==> config.mk <==
export PLATFORM = sky130hd
export DESIGN_NAME = dec_2to4_pulse_flat
export DESIGN_NICKNAME = d
export VERILOG_FILES = /design/src/rtl/dec_2to4_pulse_if.sv /design/src/rtl/dec_2to4_pulse.sv /design/src/flat_wrapper.sv
export SDC_FILE = /design/constraint.sdc
export NUM_CORES = 1
export LEC_CHECK = 0
export BUFFER_PORTS_ARGS = -buffer_cell sky130_fd_sc_hd__buf_2
export CAP_MARGIN = 20
export CORE_AREA = 10 10 47 49
export DETAILED_ROUTE_END_ITERATION = 16
export DIE_AREA = 0 0 57 59
export PLACE_DENSITY = 0.68
export SLEW_MARGIN = 15
export SYNTH_ARGS = -nofsm -noshare
export SYNTH_HDL_FRONTEND = slang
export SYNTH_SLANG_ARGS = --single-unit
==> constraint.sdc <==
create_clock -name clk -period 2.2 [get_ports clk]
set_input_delay 0.44 -clock clk [delete_from_list [all_inputs] [get_ports clk]]
set_output_delay 0.44 -clock clk [all_outputs]
set_load 0.01 [all_outputs]
==> src/rtl/dec_2to4_pulse_if.sv <==
// Handshake bundle for dec_2to4_pulse.
//   dc_in    : binary code to decode (CW bits)
//   zrf      : zero flag, request carries no active line
//   in_valid : dc_in/zrf valid
//   in_ready : decoder can accept; transfer = in_valid & in_ready
//   dc_out   : one-hot decoded strobe (2**CW bits)
//   busy     : decoder not idle
//   done     : one-cycle marker at the end of each pulse phase
// master = request source / observer, slave = decoder.
interface dec_2to4_pulse_if #(
  parameter int CW = 2
);
  localparam int OW = 1 << CW;

  logic [CW-1:0] dc_in;
  logic          zrf;
  logic          in_valid;
  logic          in_ready;
  logic [OW-1:0] dc_out;
  logic          busy;
  logic          done;

  modport master (
    output dc_in, zrf, in_valid,
    input  in_ready, dc_out, busy, done
  );

  modport slave (
    input  dc_in, zrf, in_valid,
    output in_ready, dc_out, busy, done
  );
endinterface

==> src/rtl/dec_2to4_pulse.sv <==
// Sequential 2**CW-line decoder producing timed one-hot strobes.
// A request (code + zero flag) is taken over a valid/ready handshake; the
// matching dc_out line is driven for PULSE_LEN cycles, followed by GAP forced
// idle cycles. A zero-flag request produces no strobe, only the done marker.
//   clk   : clock, rising edge
//   rst_n : asynchronous active-low reset
//   bus   : dec_2to4_pulse_if.slave (dc_in, zrf, in_valid -> in_ready,
//           dc_out, busy, done; all outputs registered)
//
// state   | meaning
// S_IDLE  | in_ready high, waiting for a transfer
// S_PULSE | decoded line high, counting PULSE_LEN cycles
// S_ZERO  | zero-flag request: single done cycle, dc_out stays 0
// S_GAP   | forced idle, counting GAP cycles
module dec_2to4_pulse #(
  parameter int CW        = 2,
  parameter int PULSE_LEN = 4,
  parameter int GAP       = 1
) (
  input logic             clk,
  input logic             rst_n,
  dec_2to4_pulse_if.slave bus
);

  localparam int OW   = 1 << CW;
  localparam int MAXC = (PULSE_LEN > GAP) ? PULSE_LEN : GAP;
  localparam int CNTW = $clog2(MAXC + 1);

  // Counter holds "cycles remaining in this state minus one".
  localparam logic [CNTW-1:0] PULSE_RLD = CNTW'(PULSE_LEN - 1);
  localparam logic [CNTW-1:0] GAP_RLD   = (GAP > 0) ? CNTW'(GAP - 1) : '0;
  localparam logic [OW-1:0]   ONE       = OW'(1);

  generate
    if (CW < 1 || CW > 4) begin : g_bad_cw
      $error("dec_2to4_pulse: CW must be in 1..4");
    end
    if (PULSE_LEN < 1) begin : g_bad_pulse
      $error("dec_2to4_pulse: PULSE_LEN must be >= 1");
    end
    if (GAP < 0) begin : g_bad_gap
      $error("dec_2to4_pulse: GAP must be >= 0");
    end
  endgenerate

  typedef enum logic [1:0] {
    S_IDLE  = 2'd0,
    S_PULSE = 2'd1,
    S_ZERO  = 2'd2,
    S_GAP   = 2'd3
  } state_t;

  state_t          state_q, state_d;
  logic [CNTW-1:0] cnt_q, cnt_d;
  logic [OW-1:0]   dc_out_q, dc_out_d;
  logic            in_ready_q, in_ready_d;
  logic            busy_q, busy_d;
  logic            done_q, done_d;

  always_ff @(posedge clk or negedge rst_n) begin
    if (!rst_n) begin
      state_q    <= S_IDLE;
      cnt_q      <= '0;
      dc_out_q   <= '0;
      in_ready_q <= 1'b0;
      busy_q     <= 1'b0;
      done_q     <= 1'b0;
    end else begin
      state_q    <= state_d;
      cnt_q      <= cnt_d;
      dc_out_q   <= dc_out_d;
      in_ready_q <= in_ready_d;
      busy_q     <= busy_d;
      done_q     <= done_d;
    end
  end

  always_comb begin
    state_d  = state_q;
    cnt_d    = cnt_q;
    dc_out_d = dc_out_q;

    case (state_q)
      S_IDLE: begin
        // in_ready_q (not state) gates acceptance so nothing is taken on the
        // first edge after reset release.
        if (bus.in_valid && in_ready_q) begin
          if (bus.zrf) begin
            state_d  = S_ZERO;
            cnt_d    = '0;
            dc_out_d = '0;
          end else begin
            state_d  = S_PULSE;
            cnt_d    = PULSE_RLD;
            dc_out_d = ONE << bus.dc_in;
          end
        end
      end

      S_PULSE, S_ZERO: begin
        if (cnt_q == '0) begin
          dc_out_d = '0;
          if (GAP > 0) begin
            state_d = S_GAP;
            cnt_d   = GAP_RLD;
          end else begin
            state_d = S_IDLE;
            cnt_d   = '0;
          end
        end else begin
          cnt_d = cnt_q - CNTW'(1);
        end
      end

      S_GAP: begin
        dc_out_d = '0;
        if (cnt_q == '0) begin
          state_d = S_IDLE;
          cnt_d   = '0;
        end else begin
          cnt_d = cnt_q - CNTW'(1);
        end
      end

      default: begin
        state_d  = S_IDLE;
        cnt_d    = '0;
        dc_out_d = '0;
      end
    endcase

    // Outputs are registered, so they are derived from the next state.
    in_ready_d = (state_d == S_IDLE);
    busy_d     = (state_d != S_IDLE);
    done_d     = (state_d == S_ZERO) ||
                 ((state_d == S_PULSE) && (cnt_d == '0));
  end

  assign bus.in_ready = in_ready_q;
  assign bus.dc_out   = dc_out_q;
  assign bus.busy     = busy_q;
  assign bus.done     = done_q;

endmodule
==> src/flat_wrapper.sv <==
// flat-port wrapper written by rule: the top's interface ports become plain ports
module dec_2to4_pulse_flat 
#(
  parameter int CW        = 2,
  parameter int PULSE_LEN = 4,
  parameter int GAP       = 1
)
  (clk, rst_n, bus_dc_in, bus_zrf, bus_in_valid, bus_in_ready, bus_dc_out, bus_busy, bus_done);
  dec_2to4_pulse_if #(.CW(CW)) bus_i ();
  input logic clk;
  input logic rst_n;
  input wire logic [$bits(bus_i.dc_in)-1:0] bus_dc_in;
  input wire logic [$bits(bus_i.zrf)-1:0] bus_zrf;
  input wire logic [$bits(bus_i.in_valid)-1:0] bus_in_valid;
  output wire logic [$bits(bus_i.in_ready)-1:0] bus_in_ready;
  output wire logic [$bits(bus_i.dc_out)-1:0] bus_dc_out;
  output wire logic [$bits(bus_i.busy)-1:0] bus_busy;
  output wire logic [$bits(bus_i.done)-1:0] bus_done;
  assign bus_i.dc_in = bus_dc_in;
  assign bus_i.zrf = bus_zrf;
  assign bus_i.in_valid = bus_in_valid;
  assign bus_in_ready = bus_i.in_ready;
  assign bus_dc_out = bus_i.dc_out;
  assign bus_busy = bus_i.busy;
  assign bus_done = bus_i.done;
  dec_2to4_pulse #(.CW(CW), .PULSE_LEN(PULSE_LEN), .GAP(GAP)) u_core (.clk(clk), .rst_n(rst_n), .bus(bus_i));
endmodule
==> flow_summary.yaml, run 1 <==
worst_setup_path:
  cp_max_fo: 11
  worstPathCellList: "inv_1, ha_1, mux2i_1, o211a_2, mux2_4"
  r2r_slack_ns: 0.43
  required_ns: 2.35
  cp_data_arrival_time_ns: 1.92
  end_kind: "register"
  criticalPathCategory: "reg2reg"
  cp_slowest_cell: "ha_1"
  cpPeakStageDelay_ns: 0.40
  crit_path_start_kind: "register"
sta:
  finalWorstSetupSlack_ns: 0.432
  finalSetupTns_ns: 0
  drv_slew: 0
  period_minus_slack_ns: 1.77
  setup_viol: 0
  period_share_pct: 80.4
  tightestPinTransition_ns: 0.375
  relSlewSlack_pct: 75.0
  hold_ws_ns: 0.0394
  finalHoldViolCount: 0
  clock.fmax_mhz: 566
  rsz0062_at_grt: "false"
  finalClockSkew_ns: 0.00225
route:
  top_layer_used: "met4"
  first_iter_violations: 12
  postRouteAntennaNets: 0
  wire_per_inst_um: 13.4
  drt_pass1_iterations: 4
  wl_met2_um: 543
  via_per_inst: 5.53
  wl_um: 1220
  wl_met1_um: 561
  num_vias: 503
  drc: 0
  route.met3.wl_um: 98
clock_network:
  cts.path.max_buffers: 2
  clkSinkCount: 12
  hold_buffers: 0
  clk_pin_slew_ns: 0.07
  cts_inserted_buffers: 3
  cts-htree-levels: 1
  cts_root_buffer: "clkbuf_4"
  worst_skew_pair.late_latency_ns: 0.26
  cts_setup_buffers: 0
  post_cts_resized: 0
  cts_tree: "built"
yosys:
  synthesis.area_sq_um: 623
  synth_cell_type_count: 28
  ys_ff_latch: 12
  synthCells: 59
  ys_seq_area_share_pct: 48.2
  synth.avg_cell_area_sq_um: 10.6
  syn_nets: 68
  yosysWarnings: 0
global_routing:
  first_global_vias: 511
  grt_overflow: 0
  antenna_found_initial: 0
  grt_usage_pct: 7.77
  grt_max_degree: 13
  grt_pass1_wl_um: 2150
placed_design:
  gp_congestion: 0.804
  pre_cts_ws_ns: 0.446
  placed_cells: 87
  dp_hpwl_um: 978
  port_buffers: 12
power_and_ir_drop:
  total_power_uw: 937
  p_leak_uw: 0.000374
  power.density_mw_per_mm2: 1260
  vdd_ir_drop_max_mv: 0.741
cells_and_area:
  layout_common_cells: "buf_2, dfrtp_1, inv_1"
  syn2layout_area_growth_pct: 19.3
  final_cells: 91
  fin_nets: 85
  fillers: 136
  diodes: 0
  layout-drive-gt1-share_pct: 30.7
floorplanning:
  io_pins: 13
  core-area_sq_mm: 0.00140
  die_area_sq_mm: 0.00336
  die_h_um: 59
  initial_core_util_pct: 44.5
  die_x_um: 57
  rows: 14
run_status:
  status: "finished clean"
hold_path:
  hp-class: "in2async"
job:
  max-cap-violations: 0
[cell usage after synthesis, drive strengths merged]
| cell | count | area (sq um) |
|---|---|---|
| dfrtp | 12 | 300 |
| inv | 6 | 22.5 |
| o21ai | 5 | 25.0 |
| ha | 3 | 37.5 |
| mux2 | 3 | 37.5 |
| nand2 | 3 | 11.3 |
| nand3 | 3 | 15.0 |
| nor2 | 3 | 11.3 |
| a22oi | 2 | 15.0 |
| nand4b | 2 | 17.5 |
| a211o | 1 | 8.76 |
| a21o | 1 | 7.51 |
| a21oi | 1 | 5.00 |
| a221o | 1 | 10.0 |
| and2 | 1 | 6.26 |
| and3 | 1 | 6.26 |
| clkbuf | 1 | 3.75 |
| mux2i | 1 | 10.0 |
| nand4 | 1 | 6.26 |
| nor3 | 1 | 5.00 |
| nor4 | 1 | 6.26 |
| nor4b | 1 | 8.76 |
| o211a | 1 | 10.0 |
| o211ai | 1 | 7.51 |
| o311a | 1 | 11.3 |
| or2 | 1 | 6.26 |
| or3 | 1 | 11.3 |
[kinds of logic after synthesis]
family | after synthesis | synth area share (%)
and+or+nand+nor | 19 | 17.9
AOI/OAI and AO/OA | 14 | 16.1
DFF | 12 | 48.2
buffers and inverters | 7 | 4.22
muxes | 4 | 7.63
adders and majority gates | 3 | 6.02
[area by class of cell]
type	instances	area [sq um]	share of cell area, %
Timing Repair Buffer	13	67.6	9.09
Tap cell	16	20.0	2.69
Sequential cell	12	300	40.4
Clock buffer	4	36.3	4.88
Inverter	6	22.5	3.03
Multi-Input combinational cell	40	297	39.9
[per-stage QoR]
| stage | instance area [sq um] | utilization, % |
|---|---|---|
| after floorplan | 623 | - |
| after global placement | 707 | 50.4 |
| after detailed placement | 707 | 50.4 |
| after CTS | 743 | 53.0 |
| after global routing | 743 | 53.0 |
| final | 743 | 53.0 |
[flip-flops by register name, indices dropped and copies added (netlist names)]
name / flops
u_core.bus.busy: 1
u_core.bus.dc_out: 4
u_core.bus.done: 1
u_core.bus.in_ready: 1
u_core.cnt_q: 3
u_core.state_q: 2
[report_power, final]
| group | total (uW) | internal (uW) | switching, uW | leakage, uW |
|---|---|---|---|---|
| combinational | 454 | 217 | 237 | 0.000197 |
| sequential | 315 | 281 | 34.0 | 0.000156 |
| clock | 168 | 100 | 67.6 | 0.0000210 |
[critical path, delay by kind of cell, from the launching register on]
family,cells,cell delay (ns)
buffers and inverters,1,0.11
adders and majority gates,1,0.40
muxes,2,0.53
DFF,1,0.39
AOI/OAI and AO/OA,1,0.23
[routing by layer]
layer,GRT usage (%),vias up
met3,2.58,2
met1,8.78,236
li1,-,250
met5,0,-
met4,4.03,0
met2,12.7,15
[path summary, 6_finish.rpt]
check                                                 start                                to  cells after the start
setup / recovery                u_core.state_q[1]$_DFF_PN0_         u_core.bus.done$_DFF_PN0_                      5
hold / removal                                        rst_n       u_core.state_q[0]$_DFF_PN0_                      1
setup reg to reg                u_core.state_q[1]$_DFF_PN0_         u_core.bus.done$_DFF_PN0_                      5
hold reg to reg            u_core.bus.dc_out[0]$_DFFE_PN0P_  u_core.bus.dc_out[0]$_DFFE_PN0P_                      1
max in group asynchronous                             rst_n         u_core.cnt_q[1]$_DFF_PN0_                      1
min in group clk                               bus_dc_in[1]  u_core.bus.dc_out[2]$_DFFE_PN0P_                      3
Note: power is estimated with default switching activity, not from simulation.
==> inputs of run 2 (changes only) <==
Settings changed: CORE_AREA 10 10 47 49 to default, CORE_MARGIN from default to 10, CORE_UTILIZATION from default to 45, DIE_AREA 0 0 57 59 to default.
Clock period 2.2 ns to 1.58 ns, I/O delays scaled along.
==> run 2 against run 1 <==
Compared with the run above:
- the flow now finishes with violations (setup timing)
- hold slack better by 0.30 ns
- critical path depth is 1 lower
- clock skew is 0.00069 ns higher
- power is 66% higher
- largest power group unchanged
- setup slack worse by 0.50 ns
==> flow_summary.yaml, run 2 (synthesis results as in run 1) <==
cells_and_area:
  fin_nets: 95
  layout_common_cells: "buf_2, dfrtp_1, buf_4"
  diodes: 0
  layout-drive-gt1-share_pct: 44.0
  largest_register_ffs: 4
  final_cells: 99
  syn2layout_area_growth_pct: 35.3
job:
  max-cap-violations: 0
sta:
  finalClockSkew_ns: 0.00294
  relSlewSlack_pct: 82.9
  finalWorstSetupSlack_ns: -0.0647
  setup_viol: 2
  finalHoldViolCount: 0
  drv_slew: 0
  clock.fmax_mhz: 608
  rsz0062_at_grt: "true"
  tightestPinTransition_ns: 0.253
  period_minus_slack_ns: 1.64
  period_share_pct: 104
floorplanning:
  die_area_sq_mm: 0.00327
  initial_core_util_pct: 47.9
  core-area_sq_mm: 0.00130
  rows: 13
  die_h_um: 57.2
  die_x_um: 57.2
  io_pins: 13
worst_setup_path:
  cp_slowest_cell: "or3_4"
  criticalPathCategory: "reg2reg"
  required_ns: 1.73
  worstPathCellList: "or3_4, a211o_1, o211a_2, mux2_4"
  cp_data_arrival_time_ns: 1.80
  cp_max_fo: 4
  cpPeakStageDelay_ns: 0.42
  crit_path_start_kind: "register"
  end_kind: "register"
  r2r_slack_ns: -0.06
power_and_ir_drop:
  total_power_uw: 1550
  power_frac_seq_pct: 27.9
  p_leak_uw: 0.000415
  p_int_uw: 980
  combinationalPowerShare_pct: 60.6
  power.density_mw_per_mm2: 1840
  clock_power_share_pct: 11.5
  p_sw_share_pct: 36.9
  vdd_ir_drop_max_mv: 1.19
  switchingPower_uw: 573
clock_network:
  cts-htree-levels: 1
  clkSinkCount: 12
  cts.path.max_buffers: 2
  cts_inserted_buffers: 3
  cts_tree: "built"
  cts_root_buffer: "clkbuf_4"
  clk_pin_slew_ns: 0.07
  worst_skew_pair.late_latency_ns: 0.26
route:
  wl_um: 1420
  via_per_inst: 5.43
  drc: 0
  drt_pass1_iterations: 4
  num_vias: 538
  wire_per_inst_um: 14.3
  first_iter_violations: 12
  postRouteAntennaNets: 0
placed_design:
  pre_cts_ws_ns: -0.0534
  placed_cells: 94
  dp_hpwl_um: 1100
  gp_congestion: 0.761
  port_buffers: 12
global_routing:
  grt_overflow: 0
  grt_max_degree: 13
  grt_usage_pct: 9.45
  grt_pass1_wl_um: 2500
  antenna_found_initial: 0
  first_global_vias: 567
run_status:
  status: "complete, but fails checks"
  violations: "setup timing"
hold_path:
  hp-class: "in2reg"
-- run 2: timing repair --
item | in CTS | in global routing
endpoints found under the setup margin | 3 | 8
hold buffers | 1 | 0
setup buffers | 1 | 0
pin swaps | 1 | 0
resized for setup | 1 | 5
endpoints found under the hold margin | 12 | 0
-- run 2: final cells by class --
type / count / area (sq um)
clock buffers: 3 / 22.5
flip-flops and latches: 12 / 300
inverters: 6 / 22.5
fillers: 122 / 458
well taps: 15 / 18.8
multi-input cells: 40 / 334
repair buffers: 23 / 145
-- run 2: final timing paths --
| kind | startpoint | endpoint | cells past startpoint |
|---|---|---|---|
| setup / recovery | u_core.cnt_q[1]$_DFF_PN0_ | u_core.bus.done$_DFF_PN0_ | 4 |
| max in group asynchronous | rst_n | u_core.cnt_q[2]$_DFF_PN0_ | 2 |
| hold / removal | bus_dc_in[0] | u_core.bus.dc_out[3]$_DFFE_PN0P_ | 3 |
| min in group asynchronous | rst_n | u_core.bus.dc_out[3]$_DFFE_PN0P_ | 2 |
| setup reg to reg | u_core.cnt_q[1]$_DFF_PN0_ | u_core.bus.done$_DFF_PN0_ | 4 |
| hold reg to reg | u_core.bus.dc_out[0]$_DFFE_PN0P_ | u_core.bus.dc_out[0]$_DFFE_PN0P_ | 1 |
-- run 2: power by group through the flow --
| stage | logic (uW) | clock network [uW] | registers, uW |
|---|---|---|---|
| floorplan | 506 | 0 | 459 |
| global placement | 785 | 0 | 431 |
| detailed placement | 806 | 0 | 437 |
| CTS | 862 | 185 | 432 |
| global route | 1020 | 196 | 442 |
| finish | 942 | 179 | 433 |
-- run 2: routing by layer --
metal  part of all wire, %  GRT usage [%]
met4                   1.2           4.03
met1                    50           11.3
met3                   2.8           3.10
met2                    46           15.0
met5                     0              0
-- run 2: critical path, delay by kind of cell, from the launching register on --
kind / cells / cell delay [ns]
AOI/OAI and AO/OA: 2 / 0.44
DFF: 1 / 0.38
and+or+nand+nor: 1 / 0.42
muxes: 1 / 0.30
-- run 2: through the flow --
step	util, %	setup TNS, ns	hold slack, ns	area [sq um]
finish	64.8	-0.0961	0.335	843
global route	64.8	-0.195	0.366	843
CTS	62.9	-0.0709	0.339	818
detailed placement	59.6	-0.0626	0.208	776
global placement	59.6	-0.0373	0.205	776
floorplan	-	-0.0209	0.0204	637
==> inputs of run 3 (changes only) <==
Settings changed: SETUP_SLACK_MARGIN from default to 0.05.
==> run 3 against run 2 <==
Compared with the run above:
- the run still ends with setup timing left
- largest cell class unchanged
- count of clock-buffer cells in the layout increased by 1
- hold slack got worse by 0.0022 ns
- global-route usage increased by 0.59 points
- largest power group unchanged
- sequential power about the same
- critical endpoint unchanged
- clock power increased by 38%
- power increased by 14%
- first-iteration DRC count decreased by 17%
- sequential cell count unchanged
- non-clock buffer count increased by 5
==> flow_summary.yaml, run 3 (synthesis results as in run 1) <==
run_status:
  status: "complete, but fails checks"
  violations: "setup timing"
placed_design:
  gp_congestion: 0.761
  dp_hpwl_um: 1200
  placed_cell_area_sq_um: 798
  port_buffers: 12
global_routing:
  antenna_found_initial: 0
  grt_overflow: 0
  first_global_vias: 618
  grt_usage_pct: 10.0
  grt_max_degree: 13
  grt_pass1_wl_um: 2730
clock_network:
  clkSinkCount: 12
  cts_tree: "built"
  cts_root_buffer: "clkbuf_4"
  worst_skew_pair.late_latency_ns: 0.27
  cts.path.max_buffers: 2
  cts_inserted_buffers: 3
  clk_pin_slew_ns: 0.08
  cts-htree-levels: 1
sta:
  rsz0062_at_grt: "true"
  finalClockSkew_ns: 0.00287
  setup_viol: 2
  finalHoldViolCount: 0
  clock.fmax_mhz: 612
  period_share_pct: 103
  relSlewSlack_pct: 82.0
  drv_slew: 0
  finalWorstSetupSlack_ns: -0.0543
  period_minus_slack_ns: 1.63
  tightestPinTransition_ns: 0.268
cells_and_area:
  final_area_sq_um: 902
  layout_common_cells: "buf_4, buf_2, dfrtp_1"
  syn2layout_area_growth_pct: 44.8
  fin_nets: 100
  largest_register_ffs: 4
  final_util_pct: 69.3
  diodes: 0
  layout-drive-gt1-share_pct: 48.9
  layout_commonest_cell: "buf_4"
worst_setup_path:
  crit_path_start_kind: "register"
  criticalPathCategory: "reg2reg"
  cp_data_arrival_time_ns: 1.80
  r2r-start: "u_core.cnt_q[2]$_DFF_PN0_"
  end_kind: "register"
  r2r_slack_ns: -0.05
  cp_max_fo: 4
  r2r-end: "u_core.bus.done$_DFF_PN0_"
  required_ns: 1.74
  r2r.worst_path.cells: 4
route:
  wl_um: 1600
  postRouteAntennaNets: 0
  drc: 0
  first_iter_violations: 10
  wire_per_inst_um: 15.2
  num_vias: 576
  via_per_inst: 5.49
  drt_pass1_iterations: 4
power_and_ir_drop:
  p_leak_uw: 0.000450
  p_int_uw: 1140
  power.density_mw_per_mm2: 1970
  combinationalPowerShare_pct: 61.6
  vdd_ir_drop_max_mv: 1.18
  power_frac_seq_pct: 24.4
  p_sw_share_pct: 35.8
  switchingPower_uw: 635
  clock_power_share_pct: 13.9
hold_path:
  hold_path_end: "u_core.bus.dc_out[2]$_DFFE_PN0P_"
  holdPathStages: 3
  hp-class: "in2reg"
  min_from: "bus_dc_in[1]"
job:
  max-cap-violations: 0
floorplanning:
  io_pins: 13
  initial_core_util_pct: 47.9
  core-area_sq_mm: 0.00130
  die_h_um: 57.2
  die_area_sq_mm: 0.00327
  die_x_um: 57.2
  rows: 13
run 3: cell types whose count changed in the layout (fill, tap and decap cells not counted), sizes merged:
cell / before / now
clkbuf: 3 / 4
buf: 22 / 27
run 3: layer usage:
| layer | part of all wire [%] | vias to the layer above | track usage, % |
|---|---|---|---|
| met5 | 0 | - | 0 |
| met4 | 0.56 | 0 | 4.03 |
| met3 | 4.3 | 2 | 2.65 |
| met2 | 52 | 14 | 18.4 |
| met1 | 43 | 281 | 10.5 |
| li1 | - | 279 | - |
run 3: through the flow:
| stage | TNS, ns | setup slack, ns | total power, uW | std cells | hold slack, ns |
|---|---|---|---|---|---|
| 2_1_floorplan | -0.0208 | -0.0208 | 963 | 59 | 0.0204 |
| 3_3_place_gp | -0.0226 | -0.0226 | 1310 | 97 | 0.202 |
| 3_5_place_dp | -0.102 | -0.0785 | 1350 | 97 | 0.209 |
| 4_1_cts | -0.0881 | -0.0689 | 1720 | 103 | 0.317 |
| 5_1_grt | -0.521 | -0.118 | 1890 | 105 | 0.353 |
| 6_report | -0.0693 | -0.0543 | 1770 | 105 | 0.333 |
run 3: worst max path at each step:
stage	start	to	cells after the start
2_1_floorplan	u_core.cnt_q[2]$_DFF_PN0_	u_core.bus.done$_DFF_PN0_	4
3_3_place_gp	u_core.cnt_q[2]$_DFF_PN0_	u_core.bus.done$_DFF_PN0_	4
3_5_place_dp	u_core.state_q[1]$_DFF_PN0_	u_core.bus.done$_DFF_PN0_	6
4_1_cts	u_core.cnt_q[2]$_DFF_PN0_	u_core.bus.done$_DFF_PN0_	4
5_1_grt	u_core.cnt_q[2]$_DFF_PN0_	u_core.bus.dc_out[1]$_DFFE_PN0P_	6
6_report	u_core.cnt_q[2]$_DFF_PN0_	u_core.bus.done$_DFF_PN0_	4
run 3: worst max-delay path: stages (launching register included):
cell and delay (ns):
dfrtp_1 0.39, or3_4 0.41, a211o_1 0.28, o211a_2 0.15, mux2_4 0.30
run 3: power by group through the flow:
stage               Sequential [uW]  Combinational, uW  Clock (uW)
floorplan                       459                505           0
global route                    445               1180         262
finish                          434               1090         247
global placement                430                884           0
detailed placement              435                919           0
CTS                             428               1040         254
run 3: what timing repair did:
item	4_1_cts	5_1_grt
pin swaps	3	1
endpoints found under the hold margin	12	0
endpoints found under the setup margin	8	10
buffers inserted	1	2
hold buffers	1	0
gates resized for setup	7	4
run 3: area by class of cell:
cell class	count	area, sq um
fill	108	399
multi-input combinational	40	338
sequential	12	300
timing repair buffer	28	186
clock buffer	4	36.3
inverter	6	22.5
tap	15	18.8
